File: config.mk
export PLATFORM = sky130hd
export DESIGN_NAME = fft_scheduler_flat
export DESIGN_NICKNAME = d
export VERILOG_FILES = /design/src/rtl/fft_pkg.sv /design/src/rtl/fft_scheduler_if.sv /design/src/rtl/fft_scheduler_sat_counter.sv /design/src/rtl/fft_scheduler.sv /design/src/flat_wrapper.sv
export SDC_FILE = /design/constraint.sdc
export NUM_CORES = 1
export LEC_CHECK = 0
export BUFFER_PORTS_ARGS = -buffer_cell sky130_fd_sc_hd__buf_2
export CAP_MARGIN = 15
export CORE_UTILIZATION = 30
export DETAILED_ROUTE_END_ITERATION = 16
export PLACE_DENSITY = 0.53
export SLEW_MARGIN = 20
export SYNTH_ARGS = -nofsm -noshare
export SYNTH_HDL_FRONTEND = slang
export SYNTH_SLANG_ARGS = --single-unit
File: constraint.sdc
create_clock -name clk -period 5 [get_ports clk]
set_input_delay 0.5 -clock clk [delete_from_list [all_inputs] [get_ports clk]]
set_output_delay 0.5 -clock clk [all_outputs]
set_load 0.02 [all_outputs]
File: src/rtl/fft_pkg.sv
// Shared state encoding and FFT geometry constants for the process_fft
// sequencing blocks.
package fft_pkg;

    typedef enum logic [2:0] {
        CFG   = 3'd0,
        FILL  = 3'd1,
        IDLE  = 3'd2,
        START = 3'd3,
        RUN   = 3'd4
    } sched_state_t;

    localparam int          FFT_N        = 4096;
    localparam logic [11:0] FFT_LAST_IDX = 12'hFFF;
    localparam int          HIST_BINS    = 1024;
    localparam logic [7:0]  CFG_FWD      = 8'h01;

endpackage

File: src/rtl/fft_scheduler_if.sv
// Control and status bundle between fft_scheduler (master) and the FFT
// core, sample writer and histogram/display path (slave).
interface fft_scheduler_if;

    logic        sample_strobe;
    logic [7:0]  cfg_tdata;
    logic        cfg_tvalid;
    logic        cfg_tready;
    logic        start;
    logic        mag_valid;
    logic [11:0] mag_index;
    logic        core_error;
    logic        bank;
    logic        hist_ready;
    logic        busy;
    logic [15:0] dropped;
    logic        fault;

    modport master (
        input  sample_strobe, cfg_tready, mag_valid, mag_index, core_error,
        output cfg_tdata, cfg_tvalid, start, bank, hist_ready, busy, dropped, fault
    );

    modport slave (
        output sample_strobe, cfg_tready, mag_valid, mag_index, core_error,
        input  cfg_tdata, cfg_tvalid, start, bank, hist_ready, busy, dropped, fault
    );

endinterface

File: src/rtl/fft_scheduler_sat_counter.sv
// Up-counter that sticks at all-ones instead of wrapping.
module sat_counter #(
    parameter int WIDTH = 16
) (
    input  logic             clk,
    input  logic             reset,
    input  logic             inc,
    output logic [WIDTH-1:0] count
);

    always_ff @(posedge clk or posedge reset) begin
        if (reset) begin
            count <= '0;
        end else if (inc && (count != '1)) begin
            count <= count + WIDTH'(1);
        end
    end

endmodule

File: src/rtl/fft_scheduler.sv
// Sequencer for process_fft: one-shot core config, frame fill, periodic
// start pulses per hop, frame completion/timeout and histogram bank select.
//
// state | meaning
// CFG   | offering the config word to the core
// FILL  | waiting for the first FRAME samples
// IDLE  | frame buffer primed, waiting for the next hop
// START | one-cycle launch of process_fft
// RUN   | frame in flight, waiting for the last magnitude bin
module fft_scheduler
    import fft_pkg::*;
#(
    parameter int         HOP      = 1024,
    parameter int         FRAME    = 4096,
    parameter logic [7:0] CFG_WORD = CFG_FWD,
    parameter int         TIMEOUT  = 16384
) (
    input  logic            clk,
    input  logic            reset,
    fft_scheduler_if.master bus
);

    localparam int                FILL_W    = $clog2(FRAME + 1);
    localparam int                TMO_W     = $clog2(TIMEOUT + 1);
    localparam logic [11:0]       HOP_LAST  = 12'(HOP - 1);
    localparam logic [FILL_W-1:0] FILL_LOAD = FILL_W'(FRAME);
    localparam logic [TMO_W-1:0]  TMO_LOAD  = TMO_W'(TIMEOUT - 1);

    sched_state_t      state, state_next;
    logic [FILL_W-1:0] fill_rem, fill_rem_next;
    logic [11:0]       hop_cnt, hop_cnt_next;
    logic [TMO_W-1:0]  tmo_rem, tmo_rem_next;

    logic cfg_tvalid_q, cfg_tvalid_next;
    logic start_q, start_next;
    logic bank_q, bank_next;
    logic hist_ready_q, hist_ready_next;
    logic busy_q, busy_next;
    logic fault_q, fault_next;

    logic        hop_due;
    logic        drop_inc;
    logic        last_beat;
    logic [15:0] dropped_cnt;

    always_ff @(posedge clk or posedge reset) begin
        if (reset) begin
            state        <= CFG;
            fill_rem     <= '0;
            hop_cnt      <= '0;
            tmo_rem      <= '0;
            cfg_tvalid_q <= 1'b0;
            start_q      <= 1'b0;
            bank_q       <= 1'b0;
            hist_ready_q <= 1'b0;
            busy_q       <= 1'b0;
            fault_q      <= 1'b0;
        end else begin
            state        <= state_next;
            fill_rem     <= fill_rem_next;
            hop_cnt      <= hop_cnt_next;
            tmo_rem      <= tmo_rem_next;
            cfg_tvalid_q <= cfg_tvalid_next;
            start_q      <= start_next;
            bank_q       <= bank_next;
            hist_ready_q <= hist_ready_next;
            busy_q       <= busy_next;
            fault_q      <= fault_next;
        end
    end

    always_comb begin
        state_next      = state;
        fill_rem_next   = fill_rem;
        hop_cnt_next    = hop_cnt;
        tmo_rem_next    = tmo_rem;
        bank_next       = bank_q;
        hist_ready_next = 1'b0;
        fault_next      = fault_q | bus.core_error;
        hop_due         = 1'b0;
        drop_inc        = 1'b0;
        last_beat       = bus.mag_valid && (bus.mag_index == FFT_LAST_IDX);

        // Hop phase runs continuously once the frame buffer is primed.
        if ((state == IDLE || state == START || state == RUN) && bus.sample_strobe) begin
            if (hop_cnt == HOP_LAST) begin
                hop_cnt_next = '0;
                hop_due      = 1'b1;
            end else begin
                hop_cnt_next = hop_cnt + 12'd1;
            end
        end

        case (state)
            CFG: begin
                fill_rem_next = FILL_LOAD;
                hop_cnt_next  = '0;
                if (cfg_tvalid_q && bus.cfg_tready) begin
                    state_next = FILL;
                end
            end
            FILL: begin
                hop_cnt_next = '0;
                if (bus.sample_strobe) begin
                    if (fill_rem == FILL_W'(1)) begin
                        state_next = IDLE;
                    end else begin
                        fill_rem_next = fill_rem - FILL_W'(1);
                    end
                end
            end
            IDLE: begin
                if (hop_due) begin
                    state_next = START;
                end
            end
            START: begin
                state_next   = RUN;
                tmo_rem_next = TMO_LOAD;
                drop_inc     = hop_due;
            end
            RUN: begin
                drop_inc = hop_due;
                // A frame that completes on its last allowed cycle still counts.
                if (last_beat) begin
                    bank_next       = ~bank_q;
                    hist_ready_next = 1'b1;
                    state_next      = IDLE;
                end else if (tmo_rem == '0) begin
                    fault_next = 1'b1;
                    state_next = IDLE;
                end else begin
                    tmo_rem_next = tmo_rem - TMO_W'(1);
                end
            end
            default: begin
                state_next = CFG;
            end
        endcase

        cfg_tvalid_next = (state_next == CFG);
        start_next      = (state_next == START);
        busy_next       = (state_next == START) || (state_next == RUN);
    end

    sat_counter #(
        .WIDTH(16)
    ) u_dropped (
        .clk  (clk),
        .reset(reset),
        .inc  (drop_inc),
        .count(dropped_cnt)
    );

    assign bus.cfg_tdata  = CFG_WORD;
    assign bus.cfg_tvalid = cfg_tvalid_q;
    assign bus.start      = start_q;
    assign bus.bank       = bank_q;
    assign bus.hist_ready = hist_ready_q;
    assign bus.busy       = busy_q;
    assign bus.dropped    = dropped_cnt;
    assign bus.fault      = fault_q;

endmodule

File: src/flat_wrapper.sv
// flat-port wrapper written by rule: the top's interface ports become plain ports
module fft_scheduler_flat import fft_pkg::*;
#(
    parameter int         HOP      = 1024,
    parameter int         FRAME    = 4096,
    parameter logic [7:0] CFG_WORD = CFG_FWD,
    parameter int         TIMEOUT  = 16384
)
  (clk, reset, bus_sample_strobe, bus_cfg_tready, bus_mag_valid, bus_mag_index, bus_core_error, bus_cfg_tdata, bus_cfg_tvalid, bus_start, bus_bank, bus_hist_ready, bus_busy, bus_dropped, bus_fault);
  fft_scheduler_if bus_i ();
  input  logic clk;
  input  logic reset;
  input wire logic [$bits(bus_i.sample_strobe)-1:0] bus_sample_strobe;
  input wire logic [$bits(bus_i.cfg_tready)-1:0] bus_cfg_tready;
  input wire logic [$bits(bus_i.mag_valid)-1:0] bus_mag_valid;
  input wire logic [$bits(bus_i.mag_index)-1:0] bus_mag_index;
  input wire logic [$bits(bus_i.core_error)-1:0] bus_core_error;
  output wire logic [$bits(bus_i.cfg_tdata)-1:0] bus_cfg_tdata;
  output wire logic [$bits(bus_i.cfg_tvalid)-1:0] bus_cfg_tvalid;
  output wire logic [$bits(bus_i.start)-1:0] bus_start;
  output wire logic [$bits(bus_i.bank)-1:0] bus_bank;
  output wire logic [$bits(bus_i.hist_ready)-1:0] bus_hist_ready;
  output wire logic [$bits(bus_i.busy)-1:0] bus_busy;
  output wire logic [$bits(bus_i.dropped)-1:0] bus_dropped;
  output wire logic [$bits(bus_i.fault)-1:0] bus_fault;
  assign bus_i.sample_strobe = bus_sample_strobe;
  assign bus_i.cfg_tready = bus_cfg_tready;
  assign bus_i.mag_valid = bus_mag_valid;
  assign bus_i.mag_index = bus_mag_index;
  assign bus_i.core_error = bus_core_error;
  assign bus_cfg_tdata = bus_i.cfg_tdata;
  assign bus_cfg_tvalid = bus_i.cfg_tvalid;
  assign bus_start = bus_i.start;
  assign bus_bank = bus_i.bank;
  assign bus_hist_ready = bus_i.hist_ready;
  assign bus_busy = bus_i.busy;
  assign bus_dropped = bus_i.dropped;
  assign bus_fault = bus_i.fault;
  fft_scheduler #(.HOP(HOP), .FRAME(FRAME), .CFG_WORD(CFG_WORD), .TIMEOUT(TIMEOUT)) u_core (.clk(clk), .reset(reset), .bus(bus_i));
endmodule
; ---- After elaboration in Yosys (flattened, before gate mapping)
; Index checks and enable logic that the tools add are counted.
[word_totals]
input_bits = 18
word_cells = 73
out_inout_bits = 30
regBits = 65
[classes]
n_mux = 24
n_addsub = 4
n_reduce_logical = 18
eq_ne = 14
n_bitwise = 2
[op_table]
columns = op, count
row1 = 12-bit two-way mux, 3
row2 = 15-bit two-way mux, 2
row3 = 15-bit one-hot mux with 2 select lines, 1
row4 = 13-bit two-way mux, 2
row5 = 13-bit one-hot mux with 2 select lines, 1
row6 = 3-bit two-way mux, 6
row7 = 16-bit by 1-bit adder with 16-bit output (second input constant), 1
row8 = 16-bit != test (second input constant), 1
row9 = 15-bit zero test, 1
row10 = 3-bit one-hot mux with 5 select lines, 1
row11 = 15-bit by 1-bit subtractor with 15-bit output (second input constant), 1
row12 = 13-bit by 1-bit == test with 1-bit output (second input constant), 1
row13 = 13-bit by 1-bit subtractor with 13-bit output (second input constant), 1
row14 = 12-bit by 1-bit adder with 12-bit output (second input constant), 1
row15 = 12-bit by 10-bit == test with 1-bit output (second input constant), 1
row16 = 12-bit == test (second input constant), 1
row17 = 3-bit by 2-bit == test with 1-bit output (second input constant), 3
row18 = 1-bit two-way mux, 8
row19 = 2-bit != test (second input constant), 4
row20 = 3-bit == test (second input constant), 2
row21 = 3-bit zero test, 2
row22 = 3-bit AND reduction, 2
row23 = 2-bit nonzero test, 3
row24 = 1-bit logical AND, 4
row25 = 6 further kinds, 9

; ---- Logic depth before layout (Yosys ltp)
; Gate-level depths: netlist of run 1.
[logic_depth]
word_depth = 9
depth_mapped = 8

; ---- Hierarchy
; From an unflattened synthesis of run 1, not the netlist that was laid out.
[hier_totals]
cells_unflattened = 361
area_unflattened_um2 = 3518.4
[by_module_without_submodules]
columns = module, area_per_inst_um2, cells_per_inst, instances, seq_area_each_um2
row1 = fft_scheduler, 2712.6, 290, 1, 1226.2
row2 = sat_counter, 805.8, 71, 1, 400.4

; ---- Worst setup path after synthesis of run 1
; Ideal clock, no wire load.
[synth_path]
path_kind = register to register
from = register u_core.fill_rem[0]
to = register u_core.fill_rem[10]
path_stages_with_launch = 8
slack_ns = 2.769
arrival_time_ns = 2.094
cell_sequence = dfrtp_1 > inv_1 > ha_1 > or3b_2 > or4_4 > a2111oi_2 > xnor2_1 > nor2_1
[synth_between]
elab_chain_cells = 4
word_cells_on_any_way = 7
classes_between = add/sub: 1 / eq/ne: 2 / mux: 3 / reduce/logical: 1
[synth_rtl]
columns = element, line
row1 = "start, declared", fft_scheduler.sv:30  ; logic [FILL_W-1:0] fill_rem, fill_rem_next;
row2 = "start signal, assigned", fft_scheduler.sv:60  ; fill_rem <= fill_rem_next;
row3 = 13-bit by 1-bit subtractor with 13-bit output, fft_scheduler.sv:108  ; fill_rem_next = fill_rem - FILL_W'(1);
row4 = 13-bit two-way mux, fft_scheduler.sv:105  ; if (fill_rem == FILL_W'(1)) begin
row5 = 13-bit two-way mux, fft_scheduler.sv:104  ; if (bus.sample_strobe) begin
row6 = 13-bit one-hot mux with 2 select lines, fft_scheduler.sv:94  ; case (state)
; Parallel ways exist; a longest one is shown, timed or not. The select of a mux whose other input is x is not followed.
; A chain may end at the register's enable or synchronous reset.

; ---- Worst setup path after layout of run 1
[layout_path]
from = register u_core.state[0]
to = register u_core.u_dropped.count[1]
[layout_between]
elab_chain_cells = 7
word_cells_on_any_way = 10
classes_between = eq/ne: 3 / mux: 2 / reduce/logical: 5
[layout_rtl]
columns = element, line
row1 = "start, declared", fft_scheduler.sv:29  ; sched_state_t state, state_next;
row2 = "start signal, assigned", fft_scheduler.sv:59  ; state <= state_next;
row3 = "3-bit by 2-bit == test with 1-bit output, on equally long branches", "fft_scheduler.sv:85, fft_scheduler.sv:94"
row4 = 1-bit logical OR (2 in series), fft_scheduler.sv:85  ; if ((state == IDLE || state == START || state == RUN) && bus.sample_strobe) begin
row5 = 1-bit logical AND, fft_scheduler.sv:85
row6 = 1-bit two-way mux, fft_scheduler.sv:85
row7 = 1-bit two-way mux (*), fft_scheduler.sv:94
row8 = 1-bit logical AND (*), fft_scheduler_sat_counter.sv:14  ; end else if (inc && (count != '1)) begin
row9 = "end signal, assigned", fft_scheduler_sat_counter.sv:15  ; count <= count + WIDTH'(1);
row10 = "end, declared", fft_scheduler_sat_counter.sv:8  ; output logic [WIDTH-1:0] count
; Mark *: on every way between the ends. The rest lies on a longest branch, timed or not.

==> results of run 1 <==
==> path summary, 6_finish.rpt <==
check | startpoint | to | cells after the start
min in group asynchronous | reset | u_core.bus.bank$_DFFE_PP0P_ | 3
setup reg to reg | u_core.state[0]$_DFF_PP0_ | u_core.u_dropped.count[1]$_DFFE_PP0P_ | 5
max in group asynchronous | reset | u_core.hop_cnt[8]$_DFFE_PP0P_ | 3
hold reg to reg | u_core.bus.bank$_DFFE_PP0P_ | u_core.bus.bank$_DFFE_PP0P_ | 1
setup / recovery | u_core.state[0]$_DFF_PP0_ | u_core.u_dropped.count[1]$_DFFE_PP0P_ | 5
hold / removal | bus_core_error | u_core.bus.fault$_DFF_PP0_ | 2
==> cell usage in the layout, fill, tap and decap left out, types with 11 or more instances in the layout <==
cell type,count
dfrtp_1,65
buf_2,39
nor2_1,31
nand2_1,26
nand3_1,21
nor3_1,17
xnor2_1,16
xor2_1,14
nor4_1,13
inv_1,11
a21oi_1,11
o21ai_0,11
==> kinds of logic (layout without fill, tap and decap cells) <==
group	after synthesis	count (layout)	share of synthesized area, %
AO/OA/AOI/OAI	56	56	12.5
XOR/XNOR	30	30	7.51
adder cells (fa/ha/maj)	5	5	1.79
buffers and inverters	30	69	4.69
flip-flops	65	65	46.5
multiplexers	4	4	1.22
other	2	8	0.215
AND/OR/NAND/NOR	161	161	25.6
==> report_power, final <==
group | switching [W] | leakage (nW) | internal, W | total, W
Clock | 0.000219 | 0.162 | 0.000475 | 0.000694
Sequential | 0.0000788 | 0.827 | 0.000588 | 0.000667
Combinational | 0.000157 | 0.782 | 0.000128 | 0.000285
==> final cells by class <==
class                   instances  area, um^2  share of cell area [%]
repair buffers                 42         218                    5.26
flip-flops and latches         65        1630                    39.3
inverters                      12        45.0                    1.09
clock buffers                  13         270                    6.54
clock inverters                 2        60.1                    1.45
well taps                     143         179                    4.33
multi-input cells             264        1740                    42.0
==> sequential cells by signal, indices dropped and copies added (netlist names) <==
register                flops
u_core.bus.fault            1
u_core.tmo_rem             15
u_core.bus.bank             1
u_core.state                3
u_core.bus.busy             1
u_core.fill_rem            13
u_core.hop_cnt             12
u_core.bus.cfg_tvalid       1
u_core.bus.hist_ready       1
u_core.bus.start            1
u_core.u_dropped.count     16
==> stage by stage <==
step | setup WS [ps] | instance area (um^2) | util [%] | std cells | hold WS [ps]
final | 2290 | 4140 | 36.4 | 541 | 384
after global routing | 2090 | 4140 | 36.4 | 541 | 389
after CTS | 2330 | 4140 | 36.4 | 541 | 380
after detailed placement | 2350 | 3800 | 33.5 | 526 | 460
after global placement | 2430 | 3800 | 33.5 | 526 | 458
after floorplan | 2770 | 3520 | - | 359 | 463
==> per-layer routing <==
metal	global-route usage, %	up-vias	part of all wire, %
li1	-	1363	-
met1	18.4	1363	49
met2	21.7	37	47
met5	0	-	0
met4	5.05	0	0.88
met3	3.06	9	3.0
==> worst max-delay path, cell delays in order (launching register included) <==
cell and delay [ps]:
dfrtp_1 800, inv_1 230, nor2_1 500, o211ai_2 420, nor2_1 290, mux2_2 350
==> results.json, run 1 <==
{
  "postSynthCellCount": 353,
  "first_iter_violations": 117,
  "period_share_pct": 54.1,
  "cp-end-kind": "flip-flop",
  "first_global_vias": 2675,
  "ios": 48,
  "cts_tree": "yes",
  "dp_hpwl_um": 5250,
  "finalCriticalPeriod_ps": 2710,
  "post_cts_resize_count": 0,
  "routedWlPerCell_um": 14.0,
  "core_um2": 11400,
  "ctsHoldBuffers": 0,
  "clock_path_buffers": 2,
  "antenna_cells": 0,
  "hp-class": "in -> reg",
  "avgSynthCellArea_um2": 9.91,
  "cts_buffers": 9,
  "fillers": 1134,
  "grt_pass1_wl_um": 12900,
  "h-tree-depth": 3,
  "dieArea_um2": 12100,
  "tns_ps": 0,
  "post-synth-top-area-cell": "dfrtp_1",
  "firstDrtPassIters": 4,
  "peakVddDrop_v": 0.000193,
  "final_antenna_net_count": 0,
  "cp.required_ps": 5220,
  "yosysWarnings": 0,
  "areaGrowthSynthToFinish_pct": 18.2,
  "grt_max_degree": 66,
  "cts_post_setup_buffers_inserted": 0,
  "die_w_um": 110,
  "rsz0062_at_grt": "no",
  "finalMaxSlewViolations": 0,
  "overflow": 0,
  "maxCapViolations": 0,
  "synth_edf_count": 0,
  "max_freq_mhz": 370,
  "vias": 2772,
  "vias_per_cell": 5.12,
  "dieHeight_um": 110,
  "synth.distinct_cells": 61,
  "wl_um": 7580,
  "critical_path_class": "reg -> reg",
  "clk_pin_slew_worst_paths_ps": 50,
  "root_buffer": "clkbuf_16",
  "drive_above_1_share_pct": 19.8,
  "synth_most_common_cell": "dfrtp_1",
  "drc": 0,
  "power_density_nw_per_um2": 398,
  "skew_ps": 5.95,
  "path_max_fanout": 19,
  "track_usage_pct": 13.7,
  "routabilityCongestion": 0.771,
  "ys_top_cells_by_count": "65 x dfrtp_1, 31 x nor2_1, 26 x nand2_1",
  "numClockSinks": 65,
  "ys_seq_area_share_pct": 46.5,
  "netlist_top_cells_area": "dfrtp_1 46%, xnor2_1 4.0%, xor2_1 3.5%, nor2_1 3.3%, nand3_1 3.0%",
  "synth_area_um2": 3500,
  "start_util_pct": 30.8,
  "status": "finished, final reports clean",
  "tightest_slew_ps": 834,
  "cp_data_arrival_time_ps": 2920,
  "final-setup-viol-count": 0,
  "io_buffers": 39,
  "yosys.area.top_type_share_pct": 46.5,
  "final_nets": 417,
  "hold_viol_final": 0,
  "rows": 39,
  "synth-main-ff-cell": "dfrtp_1",
  "async_reset_ff_share_pct": 100,
  "leakagePower_nw": 1.77,
  "ys_seq_elements": 65,
  "reg2reg_slack_ps": 2290,
  "start_kind": "flip-flop",
  "clock_latency_ps": 330,
  "antenna_found_initial": 0,
  "slew-limit-headroom_pct": 44.4,
  "power_w": 0.00165
}
Note: power is estimated with default switching activity, not from simulation.
==> inputs of run 2 (changes only) <==
--- a/config.mk
+++ b/config.mk
@@ -5,11 +5,12 @@
 export SDC_FILE = /design/constraint.sdc
 export NUM_CORES = 1
 export LEC_CHECK = 0
+export ABC_AREA = 1
 export BUFFER_PORTS_ARGS = -buffer_cell sky130_fd_sc_hd__buf_2
 export CAP_MARGIN = 15
 export CORE_UTILIZATION = 30
 export DETAILED_ROUTE_END_ITERATION = 16
-export PLACE_DENSITY = 0.53
+export PLACE_DENSITY = 0.54
 export SLEW_MARGIN = 20
 export SYNTH_ARGS = -nofsm -noshare
 export SYNTH_HDL_FRONTEND = slang
==> constraint.sdc (replaced) <==
create_clock -name clk -period 2.3 [get_ports clk]
set_input_delay 0.23 -clock clk [delete_from_list [all_inputs] [get_ports clk]]
set_output_delay 0.23 -clock clk [all_outputs]
set_load 0.02 [all_outputs]
==> run 2 against run 1 <==
Effect of this change:
- area after synthesis is 9.9% higher
- combinational power grew to 3.9 times the previous value
- sequential cell count stayed put
- hold slack worse by 280 ps
- worst setup slack worse by 2000 ps
==> results.json, run 2 <==
{
  "largest_reg_flops": 16,
  "hp-start": "bus_core_error",
  "synth-main-ff-cell": "dfrtp_1",
  "dp_slack_ps": 352,
  "tns_ps": 0,
  "drc": 0,
  "first_global_vias": 3304,
  "cts_buffers": 9,
  "skew_ps": 5.06,
  "netlist_top_cells_area": "dfrtp_1 42%, nand2_1 14%, nor2_1 7.0%, inv_1 5.7%, xor2_1 5.2%",
  "yosys.area.top_type_share_pct": 42.3,
  "drive_above_1_share_pct": 13.9,
  "regMostFlops": "u_core.u_dropped.count",
  "period_share_pct": 85.6,
  "hold_viol_final": 0,
  "areaGrowthSynthToFinish_pct": 17.9,
  "critical_path_class": "reg -> reg",
  "final_nets": 594,
  "power.switching_w": 0.00141,
  "leakagePower_nw": 2.20,
  "yosysWarnings": 0,
  "worst_path_most_repeated_cell": "nand2_1",
  "first_iter_violations": 299,
  "slew-limit-headroom_pct": 62.6,
  "power_density_nw_per_um2": 884,
  "io_buffers": 39,
  "start_kind": "flip-flop",
  "ys_seq_elements": 65,
  "synth_area_um2": 3840,
  "avgSynthCellArea_um2": 7.34,
  "track_usage_pct": 14.2,
  "reg.largest.list": "u_core.u_dropped.count: 16 flops, u_core.tmo_rem: 15 flops, u_core.fill_rem: 13 flops",
  "peakVddDrop_v": 0.000382,
  "rsz0062_at_grt": "no",
  "slowest_delay_ps": 380,
  "routedWlPerCell_um": 11.4,
  "placed_cell_area_um2": 4220,
  "dieArea_um2": 13300,
  "cp.required_ps": 2520,
  "worst_path_max_delay_cell": "dfrtp_1",
  "p_int_w": 0.00259,
  "overflow": 0,
  "root_buffer": "clkbuf_16",
  "maxCapViolations": 0,
  "clock_latency_ps": 340,
  "finalMaxSlewViolations": 0,
  "grt_max_degree": 42,
  "core_um2": 12300,
  "ys_seq_area_share_pct": 42.3,
  "rows": 40,
  "crit_chain": "inv_1 -> ha_1 -> nand2_1 -> nor2_1 -> nand2_1 -> nand3_2 -> nand2_2 -> or2_2",
  "path_max_fanout": 18,
  "clock_path_buffers": 2,
  "final-setup-viol-count": 0,
  "final_antenna_net_count": 0,
  "power_w": 0.00401,
  "synth_most_common_cell": "nand2_1",
  "ctsHoldBuffers": 1,
  "power_frac_seq_pct": 37.5,
  "post-synth-top-area-cell": "dfrtp_1",
  "synth.distinct_cells": 29,
  "startpoint": "u_core.tmo_rem[0]$_DFFE_PP0P_",
  "cts_tree": "yes",
  "status": "finished, final reports clean",
  "hp-class": "in -> reg",
  "numClockSinks": 65,
  "h-tree-depth": 3,
  "vias": 3421,
  "clk_pin_slew_worst_paths_ps": 60,
  "tightest_slew_ps": 560,
  "grt_pass1_wl_um": 14800,
  "cp_data_arrival_time_ps": 2190,
  "antenna_found_initial": 0,
  "ys_top_cells_by_count": "141 x nand2_1, 72 x nor2_1, 65 x dfrtp_1",
  "most-common-layout-cells": "141 x nand2_1, 72 x nor2_1, 65 x dfrtp_1",
  "max_freq_mhz": 508,
  "start_util_pct": 31.4,
  "sw_frac_of_total_pct": 35.3,
  "antenna_cells": 0,
  "wl_um": 8480,
  "post_cts_resize_count": 0,
  "postSynthCellCount": 524,
  "comb_power_share_pct": 27.4,
  "firstDrtPassIters": 7,
  "fillers": 1314,
  "synth_edf_count": 0,
  "cp-end-kind": "flip-flop",
  "final_area_um2": 4530,
  "dp_hpwl_um": 6270,
  "final_common_cell": "nand2_1",
  "async_reset_ff_share_pct": 100,
  "finalCriticalPeriod_ps": 1970,
  "routabilityCongestion": 0.849,
  "setup_slack_ps": 331,
  "pwr-share-clk_pct": 35.1,
  "cts_post_setup_buffers_inserted": 0,
  "ios": 48,
  "dieHeight_um": 115,
  "vias_per_cell": 4.60,
  "r2r-start": "u_core.tmo_rem[0]$_DFFE_PP0P_",
  "die_w_um": 115
}
[run 2: cell types whose count changed after synthesis, moves of 6 or more]
| cell | previous run | this run |
|---|---|---|
| inv_1 | 12 | 58 |
| nand2_1 | 26 | 141 |
| nand3_1 | 21 | 34 |
| nand4_1 | 7 | 13 |
| nor2_1 | 31 | 72 |
| nor3_1 | 17 | 10 |
| nor4_1 | 14 | 0 |
| o21ai_0 | 11 | 21 |
| o21ai_1 | 0 | 22 |
| or3_1 | 10 | 0 |
| or4_1 | 6 | 0 |
| xnor2_1 | 16 | 6 |
| xor2_1 | 14 | 23 |
[run 2: final timing paths]
kind	slack [ps]	end	cells after the start
max	330	u_core.bus.busy$_DFF_PP0_	8
min	100	u_core.bus.fault$_DFF_PP0_	3
max reg2reg	330	u_core.bus.busy$_DFF_PP0_	8
min reg2reg	470	u_core.bus.bank$_DFFE_PP0P_	1
max in group asynchronous	1190	u_core.fill_rem[4]$_DFFE_PP0P_	4
min in group asynchronous	490	u_core.tmo_rem[7]$_DFFE_PP0P_	3
[run 2: kinds of logic after synthesis]
family	synth area share, %
AOI/OAI and AO/OA	7.39
other	0.195
adders and majority gates	1.63
DFF	42.3
buffers and inverters	8.92
xor gates and xnor gates	6.61
and+or+nand+nor	33.0
[run 2: power by group through the flow]
stage | clock [W] | sequential, W | combinational [W]
final | 0.00141 | 0.00150 | 0.00110
after global routing | 0.00150 | 0.00153 | 0.00129
after CTS | 0.00144 | 0.00150 | 0.00111
after detailed placement | 0 | 0.00152 | 0.00110
after global placement | 0 | 0.00152 | 0.00109
after floorplan | 0 | 0.00148 | 0.000878
[run 2: per-layer routing]
metal	track usage, %	share of wire, %	vias up
met3	3.64	3.6	16
met5	0	0	-
li1	-	-	1741
met2	23.7	48	63
met4	6.58	1.9	0
met1	17.3	46	1601
[run 2: worst max-delay path, delay by kind of cell, from the launching register on]
kind / cells / cell delay, ps
AND/OR/NAND/NOR: 6 / 1140
flip-flops: 1 / 380
adder cells (fa/ha/maj): 1 / 220
buffers and inverters: 1 / 110
[run 2: cell type report]
class                      instances  area (um^2)  area share [%]
multi-input combinational        386         1900            41.9
sequential                        65         1630            35.9
timing repair buffer              45          255            5.63
inverter                          64          240            5.30
clock buffer                      10          239            5.27
tap                              168          210            4.64
clock inverter                     6         65.1            1.43
[run 2: metrics by stage]
stage          hold slack, ps  cells  utilization (%)
3_5_place_dp              327    727             34.4
5_1_grt                   129    744             37.0
6_report                  101    744             37.0
4_1_cts                  89.8    744             37.0
2_1_floorplan             341    530                -
3_3_place_gp              332    727             34.4
